--- config.mk ---
export PLATFORM = sky130hd
export DESIGN_NAME = alu_pipe
export DESIGN_NICKNAME = d
export VERILOG_FILES = /design/src/rtl/alu_pipe.sv
export SDC_FILE = /design/constraint.sdc
export NUM_CORES = 1
export LEC_CHECK = 0
export BUFFER_PORTS_ARGS = -buffer_cell sky130_fd_sc_hd__buf_2
export CORE_ASPECT_RATIO = 1.4
export CORE_MARGIN = 3
export CORE_UTILIZATION = 50
export CTS_BUF_LIST = sky130_fd_sc_hd__clkbuf_8
export DETAILED_ROUTE_END_ITERATION = 10
export PLACE_DENSITY = 0.68
export REMOVE_ABC_BUFFERS = 1
export SYNTH_ARGS = -nofsm -noshare
export SYNTH_HDL_FRONTEND = slang
export SYNTH_SLANG_ARGS = --single-unit
--- constraint.sdc ---
create_clock -name clk -period 6.2 [get_ports clk]
set_clock_uncertainty 0.15 [all_clocks]
set_input_delay 1.55 -clock clk [delete_from_list [all_inputs] [get_ports clk]]
set_output_delay 1.55 -clock clk [all_outputs]
set_load 0.005 [all_outputs]
--- src/rtl/alu_pipe.sv ---
// alu_pipe: two-stage pipelined signed ALU with a valid/ready handshake on
// both sides.
//
// Stage S1 captures the operands and opcode. Stage S2 evaluates the ALU
// function from S1 and registers the result, the flags and a valid bit.
// Fixed-point multiply and optional saturation are selected by parameters.
//
// Parameters:
//   N    - operand/result width (4..32)
//   FRAC - fractional bits of the fixed-point multiply (0..N-1)
//   SAT  - 1 = saturate ADD/MUL on overflow, 0 = wrap
//
// Ports:
//   clk       - clock; all state changes on the rising edge
//   nReset    - asynchronous active-low reset
//   in_valid  - an operation is presented on a, b, func
//   in_ready  - the block accepts the presented operation this cycle
//   a, b      - signed operands
//   func      - opcode: PASS_A, PASS_B, ADD, MUL, AND, OR, XOR, NOT_A
//   out_valid - result and flags are valid
//   out_ready - downstream accepts the result
//   result    - signed result
//   flags     - {V overflow, Nf negative, Z zero}

module alu_pipe #(
  parameter int N    = 8,
  parameter int FRAC = N - 1,
  parameter bit SAT  = 1'b0
) (
  input  logic                clk,
  input  logic                nReset,
  input  logic                in_valid,
  output logic                in_ready,
  input  logic signed [N-1:0] a,
  input  logic signed [N-1:0] b,
  input  logic [2:0]          func,
  output logic                out_valid,
  input  logic                out_ready,
  output logic signed [N-1:0] result,
  output logic [2:0]          flags
);

  typedef enum logic [2:0] {
    OP_PASS_A = 3'd0,
    OP_PASS_B = 3'd1,
    OP_ADD    = 3'd2,
    OP_MUL    = 3'd3,
    OP_AND    = 3'd4,
    OP_OR     = 3'd5,
    OP_XOR    = 3'd6,
    OP_NOT_A  = 3'd7
  } func_e;

  localparam logic [N-1:0] MAX_VAL = {1'b0, {(N-1){1'b1}}};
  localparam logic [N-1:0] MIN_VAL = {1'b1, {(N-1){1'b0}}};

  logic                s1_valid_q, s1_valid_d;
  logic signed [N-1:0] s1_a_q, s1_a_d;
  logic signed [N-1:0] s1_b_q, s1_b_d;
  func_e               s1_func_q, s1_func_d;

  logic                s2_valid_q, s2_valid_d;
  logic [N-1:0]        result_q, result_d;
  logic [2:0]          flags_q, flags_d;

  logic                s1_adv, s2_adv;

  logic [N:0]            sum_w;
  logic signed [2*N-1:0] prod_w;
  logic signed [2*N-1:0] q_w;
  logic [N-1:0]          alu_raw;
  logic                  alu_v;
  logic                  true_neg;
  logic [N-1:0]          res_final;

  // A stage moves forward when it is empty or its successor is moving, so a
  // full pipeline can accept and drain in the same cycle without a bubble.
  always_comb begin
    s2_adv   = !s2_valid_q || out_ready;
    s1_adv   = !s1_valid_q || s2_adv;
    in_ready = s1_adv;
  end

  // S1 capture: payload only changes when a new operation is actually taken.
  always_comb begin
    s1_valid_d = s1_valid_q;
    s1_a_d     = s1_a_q;
    s1_b_d     = s1_b_q;
    s1_func_d  = s1_func_q;
    if (s1_adv) begin
      s1_valid_d = in_valid;
      if (in_valid) begin
        s1_a_d    = a;
        s1_b_d    = b;
        s1_func_d = func_e'(func);
      end
    end
  end

  // ALU evaluation from S1. The ADD sum is kept at N+1 bits so the true sign
  // is known for overflow and saturation. The multiply sign-extends both
  // operands to 2N bits; the low 2N bits of that product equal the signed
  // product, and the arithmetic shift truncates toward -inf.
  always_comb begin
    sum_w    = {s1_a_q[N-1], s1_a_q} + {s1_b_q[N-1], s1_b_q};
    prod_w   = {{N{s1_a_q[N-1]}}, s1_a_q} * {{N{s1_b_q[N-1]}}, s1_b_q};
    q_w      = prod_w >>> FRAC;
    alu_raw  = s1_a_q;
    alu_v    = 1'b0;
    true_neg = 1'b0;
    case (s1_func_q)
      OP_PASS_A: alu_raw = s1_a_q;
      OP_PASS_B: alu_raw = s1_b_q;
      OP_ADD: begin
        alu_raw  = sum_w[N-1:0];
        alu_v    = sum_w[N] ^ sum_w[N-1];
        true_neg = sum_w[N];
      end
      OP_MUL: begin
        alu_raw  = q_w[N-1:0];
        // Q fits in N bits only if everything from bit N-1 upward is a copy
        // of the sign.
        alu_v    = !((&q_w[2*N-1:N-1]) || !(|q_w[2*N-1:N-1]));
        true_neg = q_w[2*N-1];
      end
      OP_AND:   alu_raw = s1_a_q & s1_b_q;
      OP_OR:    alu_raw = s1_a_q | s1_b_q;
      OP_XOR:   alu_raw = s1_a_q ^ s1_b_q;
      OP_NOT_A: alu_raw = ~s1_a_q;
      default:  alu_raw = s1_a_q;
    endcase
    res_final = (SAT && alu_v) ? (true_neg ? MIN_VAL : MAX_VAL) : alu_raw;
  end

  // S2 capture: Nf and Z come from the post-saturation value; V is reported
  // regardless of the saturation mode.
  always_comb begin
    s2_valid_d = s2_valid_q;
    result_d   = result_q;
    flags_d    = flags_q;
    if (s2_adv) begin
      s2_valid_d = s1_valid_q;
      if (s1_valid_q) begin
        result_d = res_final;
        flags_d  = {alu_v, res_final[N-1], (res_final == '0)};
      end
    end
  end

  // State registers; reset empties both stages and zeroes the visible outputs.
  always_ff @(posedge clk or negedge nReset) begin
    if (!nReset) begin
      s1_valid_q <= 1'b0;
      s1_a_q     <= '0;
      s1_b_q     <= '0;
      s1_func_q  <= OP_PASS_A;
      s2_valid_q <= 1'b0;
      result_q   <= '0;
      flags_q    <= '0;
    end else begin
      s1_valid_q <= s1_valid_d;
      s1_a_q     <= s1_a_d;
      s1_b_q     <= s1_b_d;
      s1_func_q  <= s1_func_d;
      s2_valid_q <= s2_valid_d;
      result_q   <= result_d;
      flags_q    <= flags_d;
    end
  end

  always_comb begin
    out_valid = s2_valid_q;
    result    = result_q;
    flags     = flags_q;
  end

endmodule

==> results by group, run 1 <==
Run status
  • Status: finished, final reports clean

Layout
  • Layout area overhead: 7.58%
  • Share of layout cells above drive strength 1: 16.7%
  • Commonest non-fill, non-tap cell in the layout: inv_1
  • Final nets: 648
  • Post-layout util: 56.1%
  • Most frequent cells in the layout: inv_1, nor2_1, fa_1
  • Number of diodes: 0
  • Filler cell count: 775

STA
  • Hold Slack: roughly 330 ps
  • Tmin final: roughly 5000 ps
  • Period utilization: between 80 and 90%
  • Slew @ Worst Pin: 886 ps
  • Final Hold Fails: 0
  • Setup TNS: 0 ps
  • Slew headroom: 40.8%
  • RSZ-0062 raised after global routing: false
  • Slew Limit Fails: 0
  • Achievable Freq: 194 MHz
  • Count of final setup violators: 0

Logic synthesis
  • Post-synth EDFFs: 0
  • Cells after Synth: 496
  • Yosys Warn Count: 0
  • Syn Area/Cell: 9.21 sq um
  • Sequential area share after synthesis: 17.0%
  • Post-synthesis cell type count: 60
  • Post-Syn Area: roughly 4600 sq um
  • Ys async rst share: 100%
  • Seq cells post-synth: 31
  • Main flop type after synthesis: dfrtp_1

Clock tree
  • Clk root buf: clkbuf_8
  • Sink Count: 31
  • Worst skew pair latency: about 270 ps
  • H-tree Lvls: 2
  • CTS Buf Count: 5
  • Resized cells post-CTS: 0
  • Reg clk slew, reported paths: 70 ps
  • TritonCTS clock tree: yes
  • CTS hold repair buffers: 0
  • Post-CTS setup buffers: 0
  • Clock buffer depth: 2

Floorplan
  • Die area: a little over 10000 sq um
  • Row count: 40
  • Core area: 8760 sq um
  • Starting Density: 52.2%
  • Die H: 119 um
  • Width of the die: 86.8 um
  • I/O pin cnt: 36

Worst setup path
  • Crit path capture type: flop
  • CP Max Fanout: 8
  • Required time worst endpoint: slightly above 6000 ps
  • Slowest stage delay, CP: 550 ps
  • Crit-path leading delay family: adder cells
  • Arrival time worst endpoint: ~5200 ps
  • Critical path launch point type: flop
  • CP Buf/Inv Count: 3
  • Critical path class: flop to flop
  • CP max stage cell: dfrtp_1
  • Most used cell, CP: fa_1
  • CP cell instances: inv_1 -> nor2_1 -> fa_1 -> fa_1 -> fa_1 -> inv_1 -> fa_1 -> inv_1 -> ha_1 -> and2_1 -> o2111ai_1 -> nand3_1 -> a41oi_2 -> o21ai_1 -> mux2i_1 -> xnor2_1 -> o311ai_1

Detailed routing
  • Post-DRT Antenna Nets: 0
  • Drt drc: 0
  • Routed len/inst: 17.1 um
  • Via density: roughly 5.5
  • Vias: roughly 3500
  • Detailed Routing Iterations Pass 1: 4
  • Initial DRC count: 202
  • Total wire length: 10.8 mm

Global route
  • Vias in the first global route: approximately 3900
  • First-pass GRT wire length: 18.6 mm
  • Largest net degree at the start of global routing: 32
  • GRT overflow: 0
  • Initial antenna violation count: 0
  • Gr usage total: 22.7%

Placement
  • Final HPWL DP: roughly 9.1 mm
  • GPL Wtd Cong: 0.958
  • Port Buf Inserts: 35

Hold path
  • Hold Path Class: flop to flop

Flow run
  • Max cap viols: 0
[layout make-up]
class / count / area (sq um) / share of cell area (%)
Multi-Input combinational cell: 348 / 3350 / 68.0
Inverter: 105 / 394 / 8.02
Clock buffer: 6 / 82.6 / 1.68
Clock inverter: 1 / 5.00 / 0.102
Timing Repair Buffer: 36 / 183 / 3.72
Tap cell: 105 / 131 / 2.67
Sequential cell: 31 / 776 / 15.8
[logic make-up (layout without fill, tap and decap cells)]
logic type | after synthesis | after routing | synth area share (%)
adders and majority gates | 98 | 98 | 35.7
AOI/OAI and AO/OA | 70 | 70 | 12.0
xor gates and xnor gates | 16 | 16 | 3.07
muxes | 38 | 38 | 10.3
and+or+nand+nor | 126 | 126 | 12.2
DFF | 31 | 31 | 17.0
buffers and inverters | 117 | 148 | 9.83
[worst paths after layout]
| check | start | endpoint | slack [ps] | depth (start not counted) |
|---|---|---|---|---|
| max in group asynchronous | nReset | s1_a_q[6]$_DFFE_PN0P_ | 4270 | 1 |
| max reg2reg | s1_b_q[7]$_DFFE_PN0P_ | flags[2]$_DFFE_PN0P_ | 1060 | 17 |
| min | result[3]$_DFFE_PN0P_ | result[3]$_DFFE_PN0P_ | 330 | 2 |
| min reg2reg | result[3]$_DFFE_PN0P_ | result[3]$_DFFE_PN0P_ | 330 | 2 |
| max | s1_b_q[7]$_DFFE_PN0P_ | flags[2]$_DFFE_PN0P_ | 1060 | 17 |
| min in group asynchronous | nReset | s1_a_q[1]$_DFFE_PN0P_ | 1170 | 1 |
[worst min-delay path, stage by stage, from the launching register on]
cell	delay, ps
dfrtp_1	340
nand2_1	40
o21ai_0	60
[sequential cells by signal, indices dropped and copies added, names as in the netlist]
register / flops
flags: 3
out_valid: 1
result: 7
s1_a_q: 8
s1_b_q: 8
s1_func_q: 3
s1_valid_q: 1
[through the flow]
step / worst slack [ps] / instance area, sq um / cells
after floorplan: 1460 / 4520 / 484
after global placement: 1140 / 4830 / 625
after detailed placement: 1070 / 4830 / 625
after CTS: 1060 / 4920 / 632
after global routing: 715 / 4920 / 632
final: 1060 / 4920 / 632
[synth_stat cells (2+ instances only)]
| cell type | n | area [sq um] |
|---|---|---|
| nand3_1 | 3 | 15.0 |
| fa_1 | 54 | 1080 |
| o211ai_1 | 4 | 30.0 |
| xor2_1 | 3 | 26.3 |
| dfrtp_1 | 31 | 776 |
| a31oi_1 | 5 | 31.3 |
| inv_2 | 3 | 11.3 |
| mux2i_1 | 10 | 100 |
| a221oi_1 | 2 | 17.5 |
| nor2_1 | 60 | 225 |
| ha_1 | 44 | 551 |
| a21o_1 | 4 | 30.0 |
| inv_1 | 98 | 368 |
| clkinv_1 | 4 | 15.0 |
| o311ai_0 | 2 | 17.5 |
| nor2b_1 | 2 | 12.5 |
| o21ai_1 | 3 | 15.0 |
| clkbuf_1 | 6 | 22.5 |
| a21oi_1 | 10 | 50.1 |
| o22ai_1 | 4 | 25.0 |
| mux4_2 | 5 | 113 |
| nand2_1 | 34 | 128 |
| xnor2_1 | 13 | 114 |
| o2111ai_1 | 2 | 17.5 |
| nor4_1 | 2 | 12.5 |
| or2_2 | 2 | 12.5 |
| nand3b_1 | 3 | 22.5 |
| mux2_2 | 23 | 259 |
| nand2b_1 | 4 | 25.0 |
| a22o_1 | 2 | 17.5 |
| o21ai_0 | 10 | 50.1 |
| buf_2 | 5 | 25.0 |
| a2111oi_4 | 2 | 55.1 |
| o21ai_2 | 2 | 17.5 |
| a211oi_1 | 4 | 30.0 |
| nand4_1 | 2 | 12.5 |
| nor3_1 | 6 | 30.0 |
[metal layers]
metal  up-vias  global-route usage, %  share of wire, %  wire, um
met3        28                   2.21               3.5       374
met4         0                   8.87               4.5       482
met2        80                   40.3                54      5830
met5         -                      0                 0         0
met1      1720                   27.7                38      4120
li1       1675                      -                 -         -
Power of run 1 is left out: the tool's default activity adds up to more than one toggle a clock period on the data nets, which glitch-free logic cannot reach.
==> run 2, diff against run 1 <==
PLACE_DENSITY = 0.71   (was 0.68)
clock period = 4.46 ns   (was 6.2 ns; I/O delays follow)
==> run 2 against run 1 <==
The run now ends with setup timing left. Cell area is 23% higher. Register-to-register slack worse by 1300 ps. Via count increased by 17%.
==> results by group, run 2 (synthesis results as in run 1) <==
STA
  • Setup WS post-layout: -265 ps (-1320 ps)
  • Slew Limit Fails: 0 (unchanged)
  • Slew @ Worst Pin: 928 ps (+41.8 ps)
  • Tmin final: 4720 ps (-417 ps)
  • Count of final setup violators: 8 (+8)
  • Period utilization: 106% (+23 points)
  • RSZ-0062 raised after global routing: true
  • Achievable Freq: 212 MHz (+8.8%)
  • Final Hold Fails: 0 (unchanged)
  • Slew headroom: 38.1% (-2.6 points)

Flow run
  • Max cap viols: 0 (unchanged)

Floorplan
  • Die H: 119 um (unchanged)
  • Row count: 40 (unchanged)
  • Starting Density: 52.2% (unchanged)
  • I/O pin cnt: 36 (unchanged)
  • Width of the die: 86.8 um (unchanged)
  • Die area: 10300 sq um (unchanged)
  • Core area: 8760 sq um (unchanged)

Clock tree
  • Worst skew pair latency: 290 ps (+20 ps)
  • TritonCTS clock tree: yes
  • Reg clk slew, reported paths: 70 ps (about the same)
  • H-tree Lvls: 2 (unchanged)
  • Clk root buf: clkbuf_8
  • CTS Buf Count: 5 (unchanged)
  • Clock buffer depth: 2 (unchanged)
  • CTS hold repair buffers: 0 (unchanged)
  • Sink Count: 31 (unchanged)

Detailed routing
  • Top Metal Used: met4
  • Routed len/inst: 18.6 um (+8.7%)
  • Metal2 WL: 7.14 mm (+22%)
  • Detailed Routing Iterations Pass 1: 5 (+1)
  • Post-DRT Antenna Nets: 0 (unchanged)
  • Initial DRC count: 214 (+5.9%)
  • Vias: 4105 (+17%)
  • M1 WL: 4.79 mm (+16%)
  • Metal3 WL: 548 um (+47%)
  • Via density: 5.71 (+3.0%)
  • Total wire length: 13.4 mm (+24%)
  • Drt drc: 0 (unchanged)

Layout
  • Final nets: 734 (+13%)
  • Commonest non-fill, non-tap cell in the layout: inv_1
  • Share of layout cells above drive strength 1: 43.0% (+26 points)
  • Layout area overhead: 32.6%
  • Most frequent cells in the layout: inv_1, buf_4, fa_1
  • Number of diodes: 0 (unchanged)

Run status
  • Failing checks: setup timing
  • Status: finished, violations left

Placement
  • GPL Wtd Cong: 0.954 (-0.39%)
  • Pre-CTS WS: -417 ps (-1490 ps)
  • Final HPWL DP: 10.3 mm (+14%)
  • Port Buf Inserts: 35 (unchanged)

Global route
  • First-pass GRT wire length: 21.1 mm (+13%)
  • Vias in the first global route: 4370 (+13%)
  • Initial antenna violation count: 0 (unchanged)
  • Gr usage total: 26.3% (+3.6 points)
  • Largest net degree at the start of global routing: 32 (unchanged)
  • GRT overflow: 0 (unchanged)

Worst setup path
  • Required time worst endpoint: 4520 ps (-1700 ps)
  • Critical path class: flop to flop
  • CP Max Fanout: 4 (-4)
  • Arrival time worst endpoint: 4780 ps (-380 ps)
  • Critical path launch point type: flop
  • Crit path capture type: flop

Hold path
  • Hold Path Class: flop to flop
[run 2: changes by cell type in the layout (fill, tap and decap cells not counted), sizes merged]
cell	before	now
clkinvlp	0	1
bufinv	0	1
inv	101	100
buf	36	122
[run 2: worst paths after layout]
| path | startpoint | end | slack (ps) | cells past startpoint |
|---|---|---|---|---|
| setup reg to reg | s1_b_q[4]$_DFFE_PN0P_ | flags[0]$_DFFE_PN0P_ | -260 | 19 |
| hold / removal | result[3]$_DFFE_PN0P_ | result[3]$_DFFE_PN0P_ | 340 | 2 |
| min in group asynchronous | nReset | s1_b_q[1]$_DFFE_PN0P_ | 740 | 1 |
| max in group asynchronous | nReset | s1_a_q[2]$_DFFE_PN0P_ | 2900 | 1 |
| setup / recovery | s1_b_q[4]$_DFFE_PN0P_ | flags[0]$_DFFE_PN0P_ | -260 | 19 |
| hold reg to reg | result[3]$_DFFE_PN0P_ | result[3]$_DFFE_PN0P_ | 340 | 2 |
[run 2: layout make-up]
type                            instances  area [sq um]
Clock buffer                            6          82.6
Clock inverter                          2          35.0
Fill cell                             637          2700
Inverter                              105           400
Multi-Input combinational cell        348          3740
Sequential cell                        31           782
Tap cell                              105           131
Timing Repair Buffer                  122           885
[run 2: worst max-delay path: stages, from the launching register on]
cell and delay [ps]:
dfrtp_1 410, ha_2 210, inv_2 40, fa_1 480, inv_1 60, fa_1 470
fa_1 520, inv_1 60, fa_1 530, inv_2 50, ha_4 210, and2_4 160
o2111ai_4 90, buf_6 140, a31oi_1 70, a31oi_1 190, o2111ai_2 190, a211oi_2 280
nand4_1 140, o31ai_2 180
[run 2: routing by layer]
layer,track usage [%],vias to the layer above
met5,0,-
met4,14.5,0
met3,3.04,59
met2,47.3,140
met1,29.1,2047
li1,-,1859
[run 2: what timing repair did]
item | 4_1_cts | 5_1_grt
gates resized for setup | 76 | 45
setup buffers | 7 | 11
setup endpoints to repair | 8 | 10
cloned | 0 | 0
pin swaps | 36 | 27
[run 2: through the flow]
stage / area (sq um) / hold slack (ps) / util, % / cells / TNS, ps
global placement: 5350 / 316 / 61.1 / 694 / -1750
CTS: 5810 / 342 / 66.4 / 709 / -369
floorplan: 4520 / 323 / - / 484 / -1100
detailed placement: 5350 / 325 / 61.1 / 694 / -2480
global route: 6060 / 371 / 69.2 / 719 / -2780
finish: 6060 / 339 / 69.2 / 719 / -1360
Power of run 2 is left out for the same reason.
